`src/rtl/adder_pkg.sv`:
```
// rtl/adder_pkg.sv - default sizing and stage-count derivation for the pipelined adder
package adder_pkg;

    localparam int DEF_WIDTH     = 32;
    localparam int DEF_SEG_WIDTH = 8;

    function automatic int calc_stages(input int width, input int seg_width);
        return (seg_width > 0) ? width / seg_width : 1;
    endfunction

endpackage

```
`src/rtl/adder_segment.sv`:
```
// rtl/adder_segment.sv - one SEG_WIDTH-bit ripple stage with registered sum, carry and valid
module adder_segment
    import adder_pkg::*;
#(
    parameter int SEG_WIDTH = DEF_SEG_WIDTH
) (
    input  logic                 clk,
    input  logic                 rst,
    input  logic                 adv,
    input  logic                 valid_in,
    input  logic [SEG_WIDTH-1:0] a,
    input  logic [SEG_WIDTH-1:0] b,
    input  logic                 cin,
    output logic [SEG_WIDTH-1:0] sum_q,
    output logic                 cout_q,
    output logic                 valid_q
);

    logic [SEG_WIDTH:0] total;

    assign total = {1'b0, a} + {1'b0, b} + {{SEG_WIDTH{1'b0}}, cin};

    always_ff @(posedge clk or posedge rst) begin
        if (rst) begin
            sum_q   <= '0;
            cout_q  <= 1'b0;
            valid_q <= 1'b0;
        end else if (adv) begin
            sum_q   <= total[SEG_WIDTH-1:0];
            cout_q  <= total[SEG_WIDTH];
            valid_q <= valid_in;
        end
    end

endmodule

```
`src/rtl/pipelined_adder_n_bit.sv`:
```
// rtl/pipelined_adder_n_bit.sv - carry-segmented pipelined add/sub with valid/ready flow control
module pipelined_adder_n_bit
    import adder_pkg::*;
#(
    parameter int WIDTH     = DEF_WIDTH,
    parameter int SEG_WIDTH = DEF_SEG_WIDTH
) (
    input  logic             clk,
    input  logic             rst,
    input  logic             in_valid,
    output logic             in_ready,
    input  logic [WIDTH-1:0] a,
    input  logic [WIDTH-1:0] b,
    input  logic             cin,
    input  logic             sub,
    output logic             out_valid,
    input  logic             out_ready,
    output logic [WIDTH-1:0] sum,
    output logic             cout,
    output logic             overflow
);

    localparam int STAGES = calc_stages(WIDTH, SEG_WIDTH);

    if (SEG_WIDTH < 1 || (WIDTH % SEG_WIDTH) != 0) begin : g_bad_cfg
        $error("pipelined_adder_n_bit: WIDTH must be a positive multiple of SEG_WIDTH");
    end

    logic                 adv;
    logic [WIDTH-1:0]     b_eff;
    logic                 cin_eff;
    logic                 msb_x_q;

    logic [WIDTH-1:0]     skew_a [STAGES];
    logic [WIDTH-1:0]     skew_b [STAGES];
    logic [WIDTH-1:0]     low_q  [STAGES];
    logic [WIDTH-1:0]     acc    [STAGES];

    logic [SEG_WIDTH-1:0] seg_a     [STAGES];
    logic [SEG_WIDTH-1:0] seg_b     [STAGES];
    logic                 seg_cin   [STAGES];
    logic                 seg_vin   [STAGES];
    logic [SEG_WIDTH-1:0] seg_sum   [STAGES];
    logic                 seg_cout  [STAGES];
    logic                 seg_valid [STAGES];

    assign adv      = !out_valid || out_ready;
    assign in_ready = adv;
    assign b_eff    = sub ? ~b : b;
    assign cin_eff  = sub | cin;

    // Operand skew: skew_x[k] holds the operation that entered k+1 cycles ago,
    // so stage s reads its segment from skew_x[s-1].
    always_ff @(posedge clk or posedge rst) begin
        if (rst) begin
            for (int s = 0; s < STAGES; s++) begin
                skew_a[s] <= '0;
                skew_b[s] <= '0;
                low_q[s]  <= '0;
            end
            msb_x_q <= 1'b0;
        end else if (adv) begin
            skew_a[0] <= a;
            skew_b[0] <= b_eff;
            for (int s = 1; s < STAGES; s++) begin
                skew_a[s] <= skew_a[s-1];
                skew_b[s] <= skew_b[s-1];
                low_q[s]  <= acc[s-1];
            end
            msb_x_q <= seg_a[STAGES-1][SEG_WIDTH-1] ^ seg_b[STAGES-1][SEG_WIDTH-1];
        end
    end

    // Deskew: each stage's output word is the lower segments carried alongside
    // plus the segment it just produced; bits above stay zero.
    always_comb begin
        for (int s = 0; s < STAGES; s++) begin
            acc[s] = (s == 0) ? '0 : low_q[s];
            acc[s][s*SEG_WIDTH +: SEG_WIDTH] = seg_sum[s];
        end
    end

    for (genvar s = 0; s < STAGES; s++) begin : g_stage
        if (s == 0) begin : g_first
            assign seg_a[s]   = a[SEG_WIDTH-1:0];
            assign seg_b[s]   = b_eff[SEG_WIDTH-1:0];
            assign seg_cin[s] = cin_eff;
            assign seg_vin[s] = in_valid;
        end else begin : g_rest
            assign seg_a[s]   = skew_a[s-1][s*SEG_WIDTH +: SEG_WIDTH];
            assign seg_b[s]   = skew_b[s-1][s*SEG_WIDTH +: SEG_WIDTH];
            assign seg_cin[s] = seg_cout[s-1];
            assign seg_vin[s] = seg_valid[s-1];
        end

        adder_segment #(
            .SEG_WIDTH(SEG_WIDTH)
        ) u_segment (
            .clk     (clk),
            .rst     (rst),
            .adv     (adv),
            .valid_in(seg_vin[s]),
            .a       (seg_a[s]),
            .b       (seg_b[s]),
            .cin     (seg_cin[s]),
            .sum_q   (seg_sum[s]),
            .cout_q  (seg_cout[s]),
            .valid_q (seg_valid[s])
        );
    end

    // Carry into the MSB is recovered as a^b^sum at that bit.
    assign sum       = acc[STAGES-1];
    assign cout      = seg_cout[STAGES-1];
    assign out_valid = seg_valid[STAGES-1];
    assign overflow  = msb_x_q ^ sum[WIDTH-1] ^ cout;

endmodule

```
`config.mk`:
```
export PLATFORM = sky130hd
export DESIGN_NAME = pipelined_adder_n_bit
export DESIGN_NICKNAME = d
export VERILOG_FILES = /design/src/rtl/adder_pkg.sv /design/src/rtl/adder_segment.sv /design/src/rtl/pipelined_adder_n_bit.sv
export SDC_FILE = /design/constraint.sdc
export NUM_CORES = 1
export LEC_CHECK = 0
export CAP_MARGIN = 20
export CELL_PAD_IN_SITES_DETAIL_PLACEMENT = 0
export CELL_PAD_IN_SITES_GLOBAL_PLACEMENT = 1
export CORE_ASPECT_RATIO = 0.5
export CORE_MARGIN = 2
export CORE_UTILIZATION = 43
export CTS_CLUSTER_DIAMETER = 40
export DETAILED_ROUTE_END_ITERATION = 10
export GPL_TIMING_DRIVEN = 0
export PLACE_DENSITY_LB_ADDON = 0.1
export SYNTH_ARGS = -nofsm -noshare
export SYNTH_HDL_FRONTEND = slang
export SYNTH_HIERARCHICAL = 1
export SYNTH_SLANG_ARGS = --single-unit
```
`constraint.sdc`:
```
create_clock -name clk -period 6.8 [get_ports clk]
set_clock_uncertainty 0.05 [all_clocks]
set_input_delay 2.04 -clock clk [delete_from_list [all_inputs] [get_ports clk]]
set_output_delay 2.04 -clock clk [all_outputs]
set_load 0.02 [all_outputs]
```
# Yosys cells after proc, flatten, opt, wreduce, memory -nomap -nowiden
# Index checks and enable logic that the tools add are counted.
dict set report totals {
  regBits 281
  elab_cells 38
}
dict set report classes {
  add_sub_neg 8
  n_mux 1
  bitwise 5
  n_reduce_logical 2
}
# operator n
set op_table {}
lappend op_table {{$add A8 B8 Y9} 4}
lappend op_table {{$add A9 B1 Y9} 4}
lappend op_table {{$mux W32} 1}
lappend op_table {{$not A32 Y32} 1}
lappend op_table {{$xor A1 B1 Y1} 3}
lappend op_table {{$logic_not A1 Y1} 1}
lappend op_table {{$logic_or A1 B1 Y1} 1}
lappend op_table {{$or A1 B1 Y1} 1}

# Logic depth before layout (Yosys ltp)
dict set report depth {
  word_depth 4
  ltp_mapped 9
}

# Modules after synthesis
# The synthesis kept the hierarchy.
# module n_inst cells_each area_each_um2
set by_module_without_submodules {}
lappend by_module_without_submodules {pipelined_adder_n_bit 1 372 6501.2}
lappend by_module_without_submodules {{adder_segment (g_stage[0].u_segment ...)} 2 75 764.5}
lappend by_module_without_submodules {{adder_segment (g_stage[2].u_segment)} 1 77 769.5}
lappend by_module_without_submodules {{adder_segment (g_stage[1].u_segment)} 1 75 759.5}

# Worst setup path after synthesis
# No wires, ideal clock.
dict set report synth_path {
  path_type {input -> output}
  start {input port out_ready}
  end {output port in_ready}
  arrival_time_ps 2492
  required_ps 4710
  slack_ps 2218
  stages 3
  path_cell_list {nand2b_4 > buf_6 > buf_6}
}
dict set report synth_between {
  elab_chain_cells 1
}
# item line
set synth_lines {}
lappend synth_lines {{start: declaration} pipelined_adder_n_bit.sv:17} ;# input logic out_ready,
lappend synth_lines {{$logic_or A1 B1 Y1} pipelined_adder_n_bit.sv:47} ;# assign adv = !out_valid || out_ready;
lappend synth_lines {{end: declaration} pipelined_adder_n_bit.sv:11} ;# output logic in_ready,
# No other way between the ends.

# Final worst setup path
# Same ends and word-level chain as after synthesis.

==> impl_metrics.ini <==
[setup_path]
crit_path_max_fanout = 19
crit_path_start = out_ready
crit_buf_inv = 4
regToRegSetupSlack_ns = 4.38
startpoint_type = input port
reg2reg_to = g_stage[2].u_segment/sum_q[6]$_DFFE_PP0P_
worstSetupPathType = in2out
ff2ff_path_depth = 6
critPathCaptureType = output port
critPathArrivalTime_ns = 3.74
r2r-start = seg_a[8]$_DFFE_PP0P_
critical_path_required_ns = 4.71
critical_path.top_delay_family = buffers and inverters
crit_path_max_incr_delay_ns = 0.66
cpMaxStageDelayCell = clkdlybuf4s50_1
crit_chain = clkdlybuf4s50_1, nand2b_4, buf_6, buf_6, clkdlybuf4s50_1

[cts]
cts_tree = done
cts_root_buf = clkbuf_16
path_clk_slew_ns = 0.07
cts.sinks = 185
clockBufferDepth = 2
holdBufCountCts = 0
cts_buffers = 17
cts_post_setup_buffers_inserted = 0
htreeDepth = 4
cts.repair.resized = 0
insertion_delay_ns = 0.44

[drt]
post_drt_wl_per_cell_microns = 17.40
wl_mm = 19.33
dr.pass1.iters = 4
ant_nets = 0
via_count = 5464
drc = 0
drtIter0Drc = 270
vias_per_cell = 4.918

[synth]
synthesis.nets = 780
ys.flop_type = dfrtp_1
synth.most_common_cell = dfrtp_1
yosysWarnings = 6
syn_area_sq_um = 9559
synth-edff-count = 0
synth_cell_type_count = 39
yosysTopAreaCell = dfrtp_1
ys_seq_area_share_pct = 48.43
synth-async-reset-ratio_pct = 100.0
synth-seq-cells = 185
synth.area.top_cells = dfrtp_1, mux2_4, ha_1
synth_top_area_share_pct = 48.43
synth_commonest_cells = dfrtp_1, mux2_4, xor2_1, ha_1
synth_cells = 674
avgSynthCellArea_sq_um = 14.18

[timing]
setup-violations-final = 0
fin_crit_ns = 5.830
relSlewSlack_pct = 58.15
grt_setup_unrepaired = no
fmax_mhz = 171.5
tightestPinTransition_ns = 0.6277
maxSlewViolCount = 0
hold_violations = 0
final.setup.worst_slack_ns = 0.9703
finalCritPeriodShare_pct = 85.73

[grt]
grt_pass1_wl_mm = 31.44
grt_pass1_vias = 5664
antenna_found_initial = 0
track_usage_pct = 17.57
grt_start_max_net_pins = 78
gr-total-overflow = 0

[hold_path]
holdPathStages = 1
hold_path_startpoint = skew_b[126]$_DFFE_PP0P_
min_path_type = reg2reg
whs_endpoint = skew_b[94]$_DFFE_PP0P_

[die]
fp.dieW_microns = 214.9
initial_utilization_pct = 43.99
num_io_pins = 106
dieArea_sq_um = 23510
rows = 38
dieHeight_microns = 109.4
core_sq_um = 21730

[pwr]
p_leak_uw = 0.005430
power.density_nw_per_um2 = 484.4
vdd_drop_max_mv = 0.2360
finalPower_uw = 5624

[layout]
fin_cells = 1111
drive_gt1_share_pct = 34.40
syn2layout_area_growth_pct = 21.45
nFillCells = 1855
fin_nets = 904
diodes = 0
multiInputGateArea_sq_um = 4418
register_area_sq_um = 4629

[placement]
dpl.hpwl_mm = 13.68
gp_congestion = 0.7704
port_buffers = 104
place_inst = 1079
post-place-ws_ns = 0.9401

[run]
cap_violations = 0

[run_status]
outcome = finished, final reports clean
==> worst max path at each step <==
stage,endpoint,slack (ns),cells past startpoint
global route,in_ready,0.91,5
global placement,skew_a[118]$_DFFE_PP0P_,-1.49,2
floorplan,acc[32]$_DFFE_PP0P_,0.82,1
CTS,in_ready,0.94,5
detailed placement,in_ready,0.94,5
finish,in_ready,0.97,5
==> where the power goes <==
| part | switching, uW | internal [uW] | leakage (uW) |
|---|---|---|---|
| combinational | 1150 | 1530 | 0.00298 |
| sequential | 322 | 1590 | 0.00215 |
| clock | 461 | 562 | 0.000294 |
==> sequential cells by signal, summed over array words and instances, names as in the netlist, 4 cells and up <==
register,count
skew_b,24
g_stage.u_segment/sum_q,32
acc,24
sum,24
g_stage.u_segment/cout_q,4
g_stage.u_segment/valid_q,4
seg_a,24
seg_b,24
skew_a,24
==> per-stage QoR <==
stage	hold WS, ns	setup TNS (ns)	cell area [sq um]	utilization [%]
3_3_place_gp	0.4347	-215.24	10980	50.51
5_1_grt	0.4681	0	11610	53.43
2_1_floorplan	0.4241	0	9559	-
4_1_cts	0.4546	0	11610	53.43
6_report	0.4526	0	11610	53.43
3_5_place_dp	0.4405	0	11010	50.66
==> worst reg2reg max path, stage by stage, from the launching register on <==
cell	delay, ns
dfrtp_1	0.41
fa_1	0.50
fa_1	0.47
a211oi_2	0.27
nor2_1	0.13
o21ai_0	0.14
or3b_1	0.35
==> kinds of logic after synthesis <==
group / after synthesis / share of synthesized area [%]
AO/OA/AOI/OAI: 100 / 7.592
XOR/XNOR: 43 / 3.940
adder cells (fa/ha/maj): 36 / 5.340
buffers and inverters: 73 / 5.353
flip-flops: 185 / 48.43
multiplexers: 172 / 25.73
AND/OR/NAND/NOR: 65 / 3.613
==> routing by layer <==
metal	GRT usage (%)	routed length, microns	vias to the layer above
met5	0	0	-
met4	5.655	260	0
met3	3.458	486	18
met2	26.63	8425	68
met1	25.46	10160	2759
li1	-	-	2619
==> cell type report <==
type                       count  area share [%]
multi-input combinational    416           38.05
tap                          300           3.233
inverter                      17          0.5927
sequential                   185           39.87
clock inverter                14           1.401
clock buffer                  18           3.783
timing repair buffer         105           9.204
buffer                        56           3.858
==> layout by cell type, fill, tap and decap left out, types with 2 or more instances in the layout <==
| cell type | n |
|---|---|
| nand3b_1 | 3 |
| nor2_1 | 21 |
| clkinv_4 | 4 |
| dfrtp_1 | 185 |
| buf_2 | 13 |
| or2b_2 | 4 |
| o21ai_2 | 4 |
| a21oi_1 | 17 |
| o311ai_0 | 2 |
| a21o_2 | 3 |
| o31ai_1 | 4 |
| mux2_4 | 142 |
| inv_6 | 6 |
| nor2b_1 | 4 |
| nand3_1 | 4 |
| buf_6 | 16 |
| o32ai_2 | 4 |
| nor3b_1 | 4 |
| nand4b_1 | 4 |
| mux2_2 | 21 |
| o22ai_1 | 12 |
| xor2_1 | 33 |
| xnor2_1 | 10 |
| buf_4 | 27 |
| ha_1 | 28 |
| mux2i_1 | 8 |
| o221ai_2 | 4 |
| a211oi_1 | 11 |
| fa_1 | 8 |
| nand2_1 | 17 |
| clkbuf_16 | 17 |
| o21ai_0 | 27 |
| a211oi_2 | 5 |
| a21o_1 | 5 |
| clkdlybuf4s50_1 | 104 |
| inv_1 | 16 |
| bufinv_16 | 2 |
No activity file was read; power rests on OpenSTA's default activity.
